--- config.mk ---
export PLATFORM = sky130hd
export DESIGN_NAME = multicycle_control_fsm
export DESIGN_NICKNAME = d
export VERILOG_FILES = /design/src/rtl/ctrl_pkg.sv /design/src/rtl/mem_wait_watchdog.sv /design/src/rtl/multicycle_control_fsm.sv
export SDC_FILE = /design/constraint.sdc
export NUM_CORES = 1
export LEC_CHECK = 0
export ABC_AREA = 1
export ABC_CLOCK_PERIOD_IN_PS = 4100
export CAP_MARGIN = 20
export CORE_MARGIN = 2
export CORE_UTILIZATION = 53
export CTS_BUF_LIST = sky130_fd_sc_hd__clkbuf_16
export CTS_CLUSTER_SIZE = 28
export DETAILED_ROUTE_END_ITERATION = 10
export GPL_TIMING_DRIVEN = 1
export PLACE_DENSITY = 0.91
export SLEW_MARGIN = 10
export SYNTH_ARGS = -nofsm -noshare
export SYNTH_HDL_FRONTEND = slang
export SYNTH_SLANG_ARGS = --single-unit
export TNS_END_PERCENT = 50
--- constraint.sdc ---
create_clock -name CLK -period 4.1 [get_ports CLK]
set_input_delay 0.41 -clock CLK [delete_from_list [all_inputs] [get_ports CLK]]
set_output_delay 0.41 -clock CLK [all_outputs]
set_load 0.01 [all_outputs]
--- src/rtl/ctrl_pkg.sv ---
// Shared encodings for the multicycle control unit: FSM states, opcodes and datapath select codes.
package ctrl_pkg;

    typedef enum logic [3:0] {
        S_FETCH  = 4'd0,
        S_DECODE = 4'd1,
        S_MEMADR = 4'd2,
        S_LW1    = 4'd3,
        S_LW2    = 4'd4,
        S_SW1    = 4'd5,
        S_REXEC  = 4'd6,
        S_RWRITE = 4'd7,
        S_BRANCH = 4'd8,
        S_JUMP   = 4'd9,
        S_AEXEC  = 4'd10,
        S_AWRITE = 4'd11,
        S_OUTW   = 4'd12,
        S_ERROR  = 4'd13
    } state_e;

    // Opcode values, zero-extended to the configured opcode width at the point of use.
    localparam int OP_R    = 0;
    localparam int OP_J    = 2;
    localparam int OP_LW   = 3;
    localparam int OP_BEQ  = 4;
    localparam int OP_BNE  = 5;
    localparam int OP_ADDI = 8;
    localparam int OP_SW   = 11;
    localparam int OP_OUT  = 15;

    localparam logic [1:0] ALU_ADD   = 2'd0;
    localparam logic [1:0] ALU_SUB   = 2'd1;
    localparam logic [1:0] ALU_FUNCT = 2'd2;

    localparam logic [1:0] PCSRC_ALU    = 2'd0;
    localparam logic [1:0] PCSRC_ALUOUT = 2'd1;
    localparam logic [1:0] PCSRC_JUMP   = 2'd2;

    localparam logic [1:0] SRCB_REGB  = 2'd0;
    localparam logic [1:0] SRCB_CONST = 2'd1;
    localparam logic [1:0] SRCB_IMM   = 2'd2;
    localparam logic [1:0] SRCB_SHIMM = 2'd3;

    localparam logic [1:0] M2R_ALUOUT = 2'd0;
    localparam logic [1:0] M2R_MDR    = 2'd1;
    localparam logic [1:0] M2R_IMM    = 2'd2;

    // States that wait on MemReady and are therefore covered by the watchdog.
    function automatic logic is_mem_state(input state_e s);
        return (s == S_FETCH) || (s == S_LW1) || (s == S_SW1);
    endfunction

endpackage

--- src/rtl/mem_wait_watchdog.sv ---
// Counts consecutive MemReady-low cycles while the FSM sits in a memory state and flags expiry.
module mem_wait_watchdog #(
    parameter int WAIT_MAX = 15
) (
    input  logic clk_i,
    input  logic rst_ni,
    input  logic active_i,
    input  logic mem_ready_i,
    output logic expire_o
);

    localparam bit ENABLED = (WAIT_MAX > 0);
    localparam int CW      = (WAIT_MAX < 1) ? 1 : $clog2(WAIT_MAX + 1);
    localparam logic [CW-1:0] LAST = CW'((WAIT_MAX > 0) ? (WAIT_MAX - 1) : 0);

    logic [CW-1:0] cnt_q;
    logic [CW-1:0] cnt_d;

    // Leaving a memory state clears the count, so every entry starts from zero.
    always_comb begin
        cnt_d = cnt_q + 1'b1;
        if (!ENABLED || !active_i || mem_ready_i) begin
            cnt_d = '0;
        end
    end

    assign expire_o = ENABLED && active_i && !mem_ready_i && (cnt_q == LAST);

    always_ff @(posedge clk_i or negedge rst_ni) begin
        if (!rst_ni) begin
            cnt_q <= '0;
        end else begin
            cnt_q <= cnt_d;
        end
    end

endmodule

--- src/rtl/multicycle_control_fsm.sv ---
// Multicycle datapath controller: one Moore FSM drives all selects and enables, with a memory
// watchdog, sticky error state and a retired-instruction counter.
module multicycle_control_fsm
    import ctrl_pkg::*;
#(
    parameter int OPCODE_W = 4,
    parameter int WAIT_MAX = 15,
    parameter int ICNT_W   = 16
) (
    input  logic                CLK,
    input  logic                Reset,
    input  logic [OPCODE_W-1:0] Opcode,
    input  logic                MemReady,
    output logic [1:0]          ALUOp,
    output logic                SrcA,
    output logic [1:0]          SrcB,
    output logic [1:0]          MemtoReg,
    output logic                RegDest,
    output logic                RegWrite,
    output logic                MemRead,
    output logic                MemWrite,
    output logic                IRWrite,
    output logic                PCWrite,
    output logic                PCWriteCond,
    output logic                IorD,
    output logic [1:0]          PCSrc,
    output logic                MemSrc,
    output logic                OutputWrite,
    output logic                BranchCond,
    output logic                InstrDone,
    output logic [ICNT_W-1:0]   InstrCount,
    output logic                Error,
    output logic [3:0]          current_state
);

    state_e              state_q;
    state_e              state_d;
    logic [OPCODE_W-1:0] opcode_q;
    logic [ICNT_W-1:0]   icnt_q;
    logic                wd_expire;

    function automatic logic op_is(input logic [OPCODE_W-1:0] op, input int code);
        return op == OPCODE_W'(code);
    endfunction

    mem_wait_watchdog #(
        .WAIT_MAX(WAIT_MAX)
    ) u_watchdog (
        .clk_i      (CLK),
        .rst_ni     (Reset),
        .active_i   (is_mem_state(state_q)),
        .mem_ready_i(MemReady),
        .expire_o   (wd_expire)
    );

    always_comb begin
        state_d = state_q;
        case (state_q)
            S_FETCH: begin
                if (wd_expire)     state_d = S_ERROR;
                else if (MemReady) state_d = S_DECODE;
            end
            S_DECODE: begin
                if (op_is(Opcode, OP_R))                                state_d = S_REXEC;
                else if (op_is(Opcode, OP_J))                           state_d = S_JUMP;
                else if (op_is(Opcode, OP_LW) || op_is(Opcode, OP_SW))  state_d = S_MEMADR;
                else if (op_is(Opcode, OP_BEQ) || op_is(Opcode, OP_BNE)) state_d = S_BRANCH;
                else if (op_is(Opcode, OP_ADDI))                        state_d = S_AEXEC;
                else if (op_is(Opcode, OP_OUT))                         state_d = S_OUTW;
                else                                                    state_d = S_ERROR;
            end
            S_MEMADR: state_d = op_is(opcode_q, OP_LW) ? S_LW1 : S_SW1;
            S_LW1: begin
                if (wd_expire)     state_d = S_ERROR;
                else if (MemReady) state_d = S_LW2;
            end
            S_SW1: begin
                if (wd_expire)     state_d = S_ERROR;
                else if (MemReady) state_d = S_FETCH;
            end
            S_REXEC:  state_d = S_RWRITE;
            S_AEXEC:  state_d = S_AWRITE;
            S_LW2, S_RWRITE, S_BRANCH, S_JUMP, S_AWRITE, S_OUTW: state_d = S_FETCH;
            S_ERROR:  state_d = S_ERROR;
            default:  state_d = S_ERROR;
        endcase
    end

    // Everything is gated by Reset so an assertion mid-instruction silences the datapath at once.
    always_comb begin
        ALUOp       = ALU_ADD;
        SrcA        = 1'b0;
        SrcB        = SRCB_REGB;
        MemtoReg    = M2R_ALUOUT;
        RegDest     = 1'b0;
        RegWrite    = 1'b0;
        MemRead     = 1'b0;
        MemWrite    = 1'b0;
        IRWrite     = 1'b0;
        PCWrite     = 1'b0;
        PCWriteCond = 1'b0;
        IorD        = 1'b0;
        PCSrc       = PCSRC_ALU;
        MemSrc      = 1'b0;
        OutputWrite = 1'b0;
        BranchCond  = 1'b0;
        InstrDone   = 1'b0;
        if (Reset) begin
            case (state_q)
                S_FETCH: begin
                    MemRead = 1'b1;
                    SrcB    = SRCB_CONST;
                    IRWrite = MemReady;
                    PCWrite = MemReady;
                end
                S_DECODE: SrcB = SRCB_SHIMM;
                S_MEMADR, S_AEXEC: begin
                    SrcA = 1'b1;
                    SrcB = SRCB_IMM;
                end
                S_LW1: begin
                    MemRead = 1'b1;
                    IorD    = 1'b1;
                end
                S_LW2: begin
                    RegWrite  = 1'b1;
                    MemtoReg  = M2R_MDR;
                    InstrDone = 1'b1;
                end
                S_SW1: begin
                    MemWrite  = MemReady;
                    IorD      = 1'b1;
                    InstrDone = MemReady;
                end
                S_REXEC: begin
                    SrcA  = 1'b1;
                    ALUOp = ALU_FUNCT;
                end
                S_RWRITE: begin
                    RegWrite  = 1'b1;
                    RegDest   = 1'b1;
                    InstrDone = 1'b1;
                end
                S_BRANCH: begin
                    SrcA        = 1'b1;
                    ALUOp       = ALU_SUB;
                    PCWriteCond = 1'b1;
                    PCSrc       = PCSRC_ALUOUT;
                    BranchCond  = op_is(opcode_q, OP_BNE);
                    InstrDone   = 1'b1;
                end
                S_JUMP: begin
                    PCWrite   = 1'b1;
                    PCSrc     = PCSRC_JUMP;
                    InstrDone = 1'b1;
                end
                S_AWRITE: begin
                    RegWrite  = 1'b1;
                    InstrDone = 1'b1;
                end
                S_OUTW: begin
                    OutputWrite = 1'b1;
                    InstrDone   = 1'b1;
                end
                default: ;
            endcase
        end
    end

    always_ff @(posedge CLK or negedge Reset) begin
        if (!Reset) begin
            state_q  <= S_FETCH;
            opcode_q <= '0;
            icnt_q   <= '0;
        end else begin
            state_q <= state_d;
            if (state_q == S_DECODE) begin
                opcode_q <= Opcode;
            end
            if (InstrDone) begin
                icnt_q <= icnt_q + 1'b1;
            end
        end
    end

    // ERROR is terminal until Reset, so the sticky flag is simply the state itself.
    assign Error         = (state_q == S_ERROR);
    assign InstrCount    = icnt_q;
    assign current_state = state_q;

endmodule

==> results of run 1 <==
Yosys cell counts, types with 2 or more instances:
library cell and count:
buf_2 2, nand3_1 19, inv_1 24, o21ai_1 3
nor3_1 4, xor2_1 5, ha_1 3, nand3_4 2
nand4_1 18, inv_2 6, o21ai_0 4, xnor2_1 7
nand2_1 96, buf_4 4, dfrtp_1 28, a21oi_1 4
nand2_2 2, nor2_1 61
kinds of logic (layout without fill, tap and decap cells):
| family | Yosys count | in the layout |
|---|---|---|
| AOI/OAI and AO/OA | 15 | 15 |
| xor gates and xnor gates | 12 | 12 |
| adders and majority gates | 3 | 3 |
| buffers and inverters | 39 | 84 |
| DFF | 28 | 28 |
| other | 1 | 2 |
| and+or+nand+nor | 204 | 204 |
critical path, stage by stage:
cell and delay [ns]:
clkdlybuf4s50_1 0.48, buf_4 0.29, nand2_1 0.11, nor2_1 0.22
a21oi_4 0.07, buf_4 0.20, inv_2 0.05, clkdlybuf4s50_1 0.52
sequential cells by signal, indices dropped and copies added, names as in the netlist:
signal            cells
opcode_q              4
current_state         4
u_watchdog.cnt_q      4
InstrCount           16
power groups by stage:
stage | registers [mW] | clock network (mW) | logic, mW
after global placement | 0.429 | 0 | 0.643
after CTS | 0.427 | 0.224 | 0.662
after detailed placement | 0.431 | 0 | 0.660
after global routing | 0.440 | 0.238 | 0.734
after floorplan | 0.427 | 0 | 0.411
final | 0.428 | 0.223 | 0.663
how the worst max path moves through the flow:
stage               slack, ns  endpoint                    startpoint
finish                   1.33  RegWrite                         Reset
global route             1.16  RegWrite                         Reset
CTS                      1.32  RegWrite                         Reset
detailed placement       1.33  RegWrite                         Reset
global placement         1.34  RegWrite                         Reset
floorplan                2.32  RegWrite  current_state[1]$_DFFE_PN0P_
per-stage QoR:
step                      setup WS [ns]  cells  util (%)
after floorplan                    2.32    303         -
after global placement             1.34    392      68.4
after detailed placement           1.33    392      68.4
after CTS                          1.32    396      70.6
after global routing               1.16    396      70.6
final                              1.33    396      70.6
per-layer routing:
| layer | share of wire (%) | global-route usage (%) | routed length [um] |
|---|---|---|---|
| met1 | 40 | 30.0 | 2040 |
| met2 | 52 | 46.4 | 2610 |
| met3 | 6.5 | 3.77 | 330 |
| met4 | 1.6 | 6.77 | 82 |
| met5 | 0 | 0 | 0 |
cell type report:
class | count | area (um2) | area share, %
Clock buffer | 3 | 75.1 | 2.93
Clock inverter | 1 | 3.75 | 0.146
Inverter | 30 | 113 | 4.39
Multi-Input combinational cell | 236 | 1120 | 43.7
Sequential cell | 28 | 701 | 27.3
Tap cell | 48 | 60.1 | 2.34
Timing Repair Buffer | 50 | 490 | 19.1
==> metrics.md, run 1 <==
| Metric | Value |
|---|---|
| H-Tree Level Count | `1` |
| Sequential fraction of design power | `~33%` |
| Root buffer cell | `clkbuf_16` |
| Total wire length | `a little over 5000 um` |
| Post-layout net count | `359` |
| Area share of fa/ha/maj cells after synthesis | `1.89%` |
| Post-synthesis sequential area ratio | `between 30% and 40%` |
| RD Place Congestion | `between 0.9 and 1` |
| Antenna Nets Post-Route | `0` |
| Cell area after layout | `~0.0026 mm2` |
| Drt pass-1 iters | `4` |
| Net switching power figure | `0.566 mW` |
| Biggest area consumer among synthesized cells | `dfrtp_1` |
| RR Startpoint | `current_state[3]$_DFFE_PN0P_` |
| Reg clk slew, reported paths | `roughly 0.07 ns` |
| Worst Skew | `0.00369 ns` |
| Largest net degree at the start of global routing | `22` |
| Primary FF master, synth | `dfrtp_1` |
| Total of max-cap violations | `0` |
| Drt via density | `~5.4` |
| Most frequent cells in the layout | `nand2_1, nor2_1, clkdlybuf4s50_1` |
| Capturing element type of the critical path | `output pin` |
| Reg2Reg Depth | `8` |
| Max clock buf depth | `2` |
| Lkg Pwr | `around 1.3 nW` |
| Initial Util | `a little over half` |
| Combinational power share | `between 50% and 60%` |
| Top area cells in the synthesized netlist | `dfrtp_1, nand2_1, nor2_1, nand4_1, nand3_1` |
| Antenna violations before repair | `0` |
| RSZ-0062 raised after global routing | `no` |
| Worst Path Required | `3.69 ns` |
| Sw Share | `43.1%` |
| Die span in x | `~65 um` |
| Critical path type | `primary input to output pin` |
| Power per cell area | `512 mW/mm2` |
| Number of post-CTS setup repair buffers | `0` |
| Status | `finished clean` |
| Clock latency on the worst-skew pair | `0.26 ns` |
| Post-DP HPWL | `~3800 um` |
| Layout cell share with drive strength beyond 1 | `around 5.5%` |
| Yosys top cell area share | `approximately a third` |
| Synthesis-to-finish area growth | `28.9%` |
| Crit Reg-Reg Endpoint | `InstrCount[12]$_DFFE_PN0P_` |
| Endpoints failing hold | `0` |
| DRC | `0` |
| Top Ports | `between 40 and 50` |
| Wire per inst | `approximately 13 um` |
| Initial DRC count | `around 170` |
| Num rows | `22` |
| Core area | `between 0.003 and 0.004 mm2` |
| Crit-path max FO | `21` |
| Cts hold-fix bufs | `0` |
| VDD IR max | `~0.35 mV` |
| Global route overflow | `0` |
| Min Tclk post-route | `around 2.8 ns` |
| WP data arrival | `~2.4 ns` |
| Hold Worst Slack | `0.481 ns` |
| CTS tree | `yes` |
| Avg Cell Area, Syn | `6.59 um2` |
| Fmax | `0.361 GHz` |
| Internal Power | `about 0.75 mW` |
| Final setup fails | `0` |
| Die Ht | `about 65 um` |
| R2r setup slk | `about 2.4 ns` |
| Compound-Gate Fraction of Synth Area | `under 10%` |
| Synth Area in Simple Gates | `between 40 and 50%` |
| PortBufs | `46` |
| Overall power | `approximately 1.3 mW` |
| Async SR Flop Fraction | `100%` |
| Worst setup SP type | `primary input` |
| Post-route setup TNS | `0 ns` |
| First-pass GRT wire length | `8380 um` |
| Mux cell area share after synthesis | `0%` |
| Netlist cell types | `28` |
| Post-synth EDFFs | `0` |
| DIE AREA | `between 0.004 and 0.005 mm2` |
| XOR/XNOR Fraction of Synth Area | `5.28%` |
| Largest family of logic cells by synthesized area | `simple AND/OR/NAND/NOR gates` |
| Ant. Diodes | `0` |
| Vias in the first global route | `1900` |
| Slew Limit Fails | `0` |
| Clock sink total | `28` |
| CTS Buf Count | `3` |
| Routed vias | `between 2000 and 2500` |
| Ys Warns | `0` |
| # fillers | `301` |
| Post_cts resized | `0` |
| Commonest non-fill, non-tap cell in the layout | `nand2_1` |
| Synthesized cell area | `slightly below 0.002 mm2` |
| GR Util All Layers | `between 20% and 30%` |
| Placed Area | `~0.0025 mm2` |
| Worst min path class | `primary input to asynchronous set/reset pin` |
| FF+latch count, synth | `28` |
| Mapped Cells | `a little over 300` |
| Share of the clock period used by the worst path | `between 60 and 70%` |
| Clk pwr share | `between 10% and 20%` |
(Power assumes the default switching activity.)
==> inputs of run 2 (changes only) <==
--- a/config.mk
+++ b/config.mk
@@ -6,15 +6,15 @@
 export NUM_CORES = 1
 export LEC_CHECK = 0
 export ABC_AREA = 1
-export ABC_CLOCK_PERIOD_IN_PS = 4100
+export ABC_CLOCK_PERIOD_IN_PS = 2250
 export CAP_MARGIN = 20
 export CORE_MARGIN = 2
-export CORE_UTILIZATION = 53
+export CORE_UTILIZATION = 45
 export CTS_BUF_LIST = sky130_fd_sc_hd__clkbuf_16
 export CTS_CLUSTER_SIZE = 28
 export DETAILED_ROUTE_END_ITERATION = 10
 export GPL_TIMING_DRIVEN = 1
-export PLACE_DENSITY = 0.91
+export PLACE_DENSITY = 0.83
 export SLEW_MARGIN = 10
 export SYNTH_ARGS = -nofsm -noshare
 export SYNTH_HDL_FRONTEND = slang
==> constraint.sdc (replaced) <==
create_clock -name CLK -period 2.25 [get_ports CLK]
set_input_delay 0.225 -clock CLK [delete_from_list [all_inputs] [get_ports CLK]]
set_output_delay 0.225 -clock CLK [all_outputs]
set_load 0.01 [all_outputs]
==> metrics.md, run 2 (synthesis gave the netlist of run 1 again) <==
| Metric | Value |
|---|---|
| Share of the clock period used by the worst path | `between 90 and 100%` |
| Min Tclk post-route | `approximately 2.2 ns` |
| Cell family with most CP delay | `buffers and inverters` |
| Clock latency on the worst-skew pair | `0.26 ns` |
| First-pass GRT wire length | `8830 um` |
| Endpoints failing hold | `0` |
| Internal Power | `1.42 mW` |
| Wire per inst | `12.9 um` |
| Crit-path max FO | `6` |
| WP data arrival | `2.01 ns` |
| Vias in the first global route | `roughly 2000` |
| Num rows | `24` |
| Die Ht | `70.5 um` |
| RSZ-0062 raised after global routing | `yes` |
| Cell area after layout | `0.00265 mm2` |
| Root buffer cell | `clkbuf_16` |
| Fin util | `61.6%` |
| Worst min path class | `primary input to asynchronous set/reset pin` |
| Initial Util | `46.3%` |
| Antenna violations before repair | `0` |
| Drt via density | `between 5 and 6` |
| Largest net degree at the start of global routing | `23` |
| Slew Limit Fails | `0` |
| RD Place Congestion | `~0.92` |
| Drt pass-1 iters | `5` |
| Core area | `0.00429 mm2` |
| Crit-path max cell delay | `0.58 ns` |
| VDD IR max | `0.535 mV` |
| Overall power | `roughly 2.5 mW` |
| Non-filler instance count after layout | `approximately 400` |
| Combinational power share | `between 50% and 60%` |
| Worst Skew | `approximately 0.0037 ns` |
| Critical path type | `flop to output pin` |
| Max reg flops | `16` |
| Initial DRC count | `about 210` |
| Capturing element type of the critical path | `output pin` |
| Most frequent cells in the layout | `nand2_1, nor2_1, clkdlybuf4s50_1` |
| Clock sink total | `28` |
| DRC | `0` |
| Cts hold-fix bufs | `0` |
| Net switching power figure | `1.08 mW` |
| Sequential fraction of design power | `a little under a third` |
| CTS tree | `yes` |
| Antenna Nets Post-Route | `0` |
| Clk pwr share | `between 10% and 20%` |
| Routed vias | `about 2100` |
| Placed Cells | `402` |
| Lkg Pwr | `approximately 1.3 nW` |
| # fillers | `a little under 400` |
| Synthesis-to-finish area growth | `33.0%` |
| Sw Share | `43.3%` |
| Total of max-cap violations | `0` |
| DIE AREA | `approximately 0.005 mm2` |
| CTS Buf Count | `3` |
| Number of post-CTS setup repair buffers | `0` |
| Post-DP HPWL | `slightly below 4000 um` |
| Fmax | `0.448 GHz` |
| Hold Worst Slack | `approximately 0.37 ns` |
| Layout cell share with drive strength beyond 1 | `9.60%` |
| Worst Path Required | `about 2.0 ns` |
| Global route overflow | `0` |
| Top Ports | `49` |
| Die span in x | `between 70 and 80 um` |
| H-Tree Level Count | `1` |
| Reg clk slew, reported paths | `about 0.070 ns` |
| Placed Area | `~0.0025 mm2` |
| Crit path cell chain | `inv_2 > nor3_1 > inv_1 > a31oi_1 > clkdlybuf4s50_1` |
| Status | `finished clean` |
| Commonest non-fill, non-tap cell in the layout | `nand2_1` |
| Max clock buf depth | `2` |
| Power per cell area | `approximately 950 mW/mm2` |
| Critical path buffers and inverters | `3` |
| PortBufs | `46` |
| Post-layout net count | `between 300 and 400` |
| Worst setup SP type | `flop` |
| Slowest-stage cell, CP | `clkdlybuf4s50_1` |
| Total wire length | `5250 um` |
| Final setup fails | `0` |
| Ant. Diodes | `0` |
| GR Util All Layers | `between 20 and 25%` |
-- run 2: changes by cell type in the layout (fill, tap and decap cells not counted), sizes merged --
| cell | before | now |
|---|---|---|
| dlymetal6s2s | 0 | 1 |
| buf | 4 | 10 |
| clkdlybuf4s50 | 46 | 45 |
-- run 2: timing repair --
action / CTS / global route
setup endpoints to repair: 3 / 12
cloned: 0 / 0
resized for setup: 2 / 10
hold endpoints to repair: 0 / 0
-- run 2: final timing paths --
kind,slack (ns),cells after the start,endpoint,startpoint
setup reg to reg,0.66,9,InstrCount[14]$_DFFE_PN0P_,current_state[3]$_DFFE_PN0P_
max in group asynchronous,1.34,3,current_state[2]$_DFFE_PN0P_,Reset
min in group CLK,0.49,1,u_watchdog.cnt_q[0]$_DFF_PN0_,u_watchdog.cnt_q[0]$_DFF_PN0_
setup / recovery,0.02,5,SrcA,current_state[3]$_DFFE_PN0P_
hold / removal,0.37,2,current_state[0]$_DFFE_PN0P_,Reset
hold reg to reg,0.49,1,u_watchdog.cnt_q[0]$_DFF_PN0_,u_watchdog.cnt_q[0]$_DFF_PN0_
-- run 2: cell type report --
type / instances / area, um2 / area share, %
clock inverters: 1 / 3.75 / 0.142
multi-input cells: 236 / 1150 / 43.3
well taps: 52 / 65.1 / 2.46
repair buffers: 56 / 538 / 20.3
flip-flops and latches: 28 / 704 / 26.6
inverters: 30 / 113 / 4.26
clock buffers: 3 / 75.1 / 2.84
-- run 2: metrics by stage --
stage / worst slack [ns] / TNS [ns]
finish: 0.0194 / 0
floorplan: 0.654 / 0
detailed placement: 0.0433 / 0
global route: -0.0119 / -0.0197
CTS: 0.00611 / 0
global placement: 0.151 / 0
-- run 2: routing by layer --
metal  up-vias  track usage, %  wire length [um]
met5         -               0                 0
met1       980            27.6              2230
li1       1068               -                 -
met3        10            3.75               306
met4         0            8.12                95
met2        75            38.9              2620
-- run 2: power by group through the flow --
stage / combinational, mW / sequential [mW] / clock, mW
floorplan: 0.748 / 0.778 / 0
global placement: 1.23 / 0.778 / 0
detailed placement: 1.25 / 0.781 / 0
CTS: 1.26 / 0.775 / 0.425
global route: 1.46 / 0.812 / 0.450
finish: 1.30 / 0.792 / 0.412
==> inputs of run 3 (changes only) <==
--- a/config.mk
+++ b/config.mk
@@ -15,6 +15,7 @@
 export DETAILED_ROUTE_END_ITERATION = 10
 export GPL_TIMING_DRIVEN = 1
 export PLACE_DENSITY = 0.83
+export SETUP_SLACK_MARGIN = 0.4
 export SLEW_MARGIN = 10
 export SYNTH_ARGS = -nofsm -noshare
 export SYNTH_HDL_FRONTEND = slang
==> metrics.md, run 3 (synthesis gave the netlist of run 1 again) <==
| Metric | Value |
|---|---|
| Status | `finished clean` |
| WP data arrival | `between 1.5 and 2 ns` |
| Top Ports | `49` |
| R2r setup slk | `about 0.64 ns` |
| Placed Cells | `roughly 400` |
| GR Util All Layers | `24.1%` |
| Fmax | `roughly 0.47 GHz` |
| Clock latency on the worst-skew pair | `approximately 0.27 ns` |
| Commonest non-fill, non-tap cell in the layout | `nand2_1` |
| Antenna violations before repair | `0` |
| CTS Buf Count | `3` |
| Power per cell area | `around 980 mW/mm2` |
| Total wire length | `5800 um` |
| Worst setup SP type | `flop` |
| Ant. Diodes | `0` |
| DIE AREA | `roughly 0.0050 mm2` |
| Cts hold-fix bufs | `0` |
| Worst Path Required | `slightly above 2 ns` |
| Reg2Reg Depth | `7` |
| RD Place Congestion | `~0.9` |
| H-Tree Level Count | `1` |
| VDD IR max | `~0.60 mV` |
| Synthesis-to-finish area growth | `39.9%` |
| Global route overflow | `0` |
| Capturing element type of the critical path | `output pin` |
| RR Startpoint | `current_state[2]$_DFFE_PN0P_` |
| Non-filler instance count after layout | `418` |
| DRC | `0` |
| Initial DRC count | `about 250` |
| Reg clk slew, reported paths | `about 0.070 ns` |
| Routed vias | `roughly 2200` |
| Placed Area | `about 0.0025 mm2` |
| Die Ht | `70.5 um` |
| Cell area after layout | `around 0.0028 mm2` |
| Post-DP HPWL | `3970 um` |
| Drt pass-1 iters | `5` |
| Drt via density | `5.35` |
| Crit-path max FO | `6` |
| Most frequent cells in the layout | `nand2_1, nor2_1, clkdlybuf4s50_1` |
| Hold Worst Slack | `between 0.04 and 0.05 ns` |
| Worst Skew | `a little over 0.002 ns` |
| Slew Limit Fails | `0` |
| RSZ-0062 raised after global routing | `yes` |
| Clock sink total | `28` |
| First-pass GRT wire length | `9490 um` |
| Post-layout net count | `~380` |
| Total of max-cap violations | `0` |
| Root buffer cell | `clkbuf_16` |
| Layout cell share with drive strength beyond 1 | `between 10% and 20%` |
| Max clock buf depth | `2` |
| Core area | `approximately 0.0043 mm2` |
| Num rows | `24` |
| Share of the clock period used by the worst path | `between 90 and 100%` |
| CTS tree | `yes` |
| Largest net degree at the start of global routing | `23` |
| Initial Util | `a little under half` |
| Lkg Pwr | `approximately 1.5 nW` |
| Endpoints failing hold | `0` |
| Die span in x | `70.5 um` |
| Worst min path class | `primary input to asynchronous set/reset pin` |
| Wire per inst | `between 10 and 15 um` |
| Critical path type | `flop to output pin` |
| Crit Reg-Reg Endpoint | `InstrCount[6]$_DFFE_PN0P_` |
| PortBufs | `between 40 and 50` |
| Vias in the first global route | `around 2200` |
| Final setup fails | `0` |
| Antenna Nets Post-Route | `0` |
| Min Tclk post-route | `between 2 and 2.5 ns` |
| Post-route setup TNS | `0 ns` |
| Max reg flops | `16` |
run 3: changes by cell type in the layout (fill, tap and decap cells not counted), sizes merged:
cell,before,now
buf,10,22
clkbuf,3,4
clkdlybuf4s15,0,1
clkdlybuf4s50,45,28
dlygate4sd2,0,8
dlymetal6s2s,1,8
run 3: where the power goes:
part | leakage (nW) | internal (mW) | switching [mW]
Clock | 0.0385 | 0.239 | 0.177
Sequential | 0.368 | 0.627 | 0.147
Combinational | 1.11 | 0.653 | 0.872
Total | 1.51 | 1.52 | 1.20
run 3: per-layer routing:
metal | GRT usage, % | share of wire [%] | vias to the layer above
li1 | - | - | 1090
met1 | 28.0 | 40 | 1041
met2 | 42.5 | 51 | 92
met3 | 5.05 | 7.0 | 15
met4 | 10.3 | 2.0 | 0
met5 | 0 | 0 | -
run 3: worst max path at each step:
stage,from,to,slack (ns),cells past startpoint
final,current_state[1]$_DFFE_PN0P_,MemtoReg[0],0.13,5
after floorplan,current_state[1]$_DFFE_PN0P_,RegWrite,0.65,6
after global routing,current_state[1]$_DFFE_PN0P_,MemtoReg[0],0.1,5
after CTS,current_state[1]$_DFFE_PN0P_,MemtoReg[0],0.17,5
after global placement,Reset,InstrDone,0.15,6
after detailed placement,Reset,BranchCond,0.04,5
run 3: repair_timing:
| item | 4_1_cts | 5_1_grt |
|---|---|---|
| gates resized for setup | 34 | 14 |
| pin swaps | 2 | 2 |
| endpoints found under the hold margin | 0 | 0 |
| setup endpoints to repair | 19 | 20 |
| buffers inserted | 7 | 5 |
run 3: cell type report:
cell class,instances,area (um2)
Clock buffer,3,75.1
Fill cell,364,1510
Timing Repair Buffer,68,632
Sequential cell,28,706
Clock inverter,1,3.75
Multi-Input combinational cell,236,1190
Inverter,30,113
Tap cell,52,65.1
run 3: stage by stage:
step                      power [mW]  util (%)  worst slack [ns]
after floorplan                 1.53         -             0.654
after global placement          2.01      59.0             0.151
after detailed placement        2.03      59.0            0.0433
after CTS                       2.61      63.1             0.169
after global routing            2.93      64.8            0.0959
final                           2.72      64.8             0.132
run 3: worst max-delay path: stages (launching register included):
cell             delay (ns)
dfrtp_2                0.49
nor2_4                 0.18
nand2_1                0.14
nor2_4                 0.15
buf_4                  0.14
clkdlybuf4s50_1        0.53
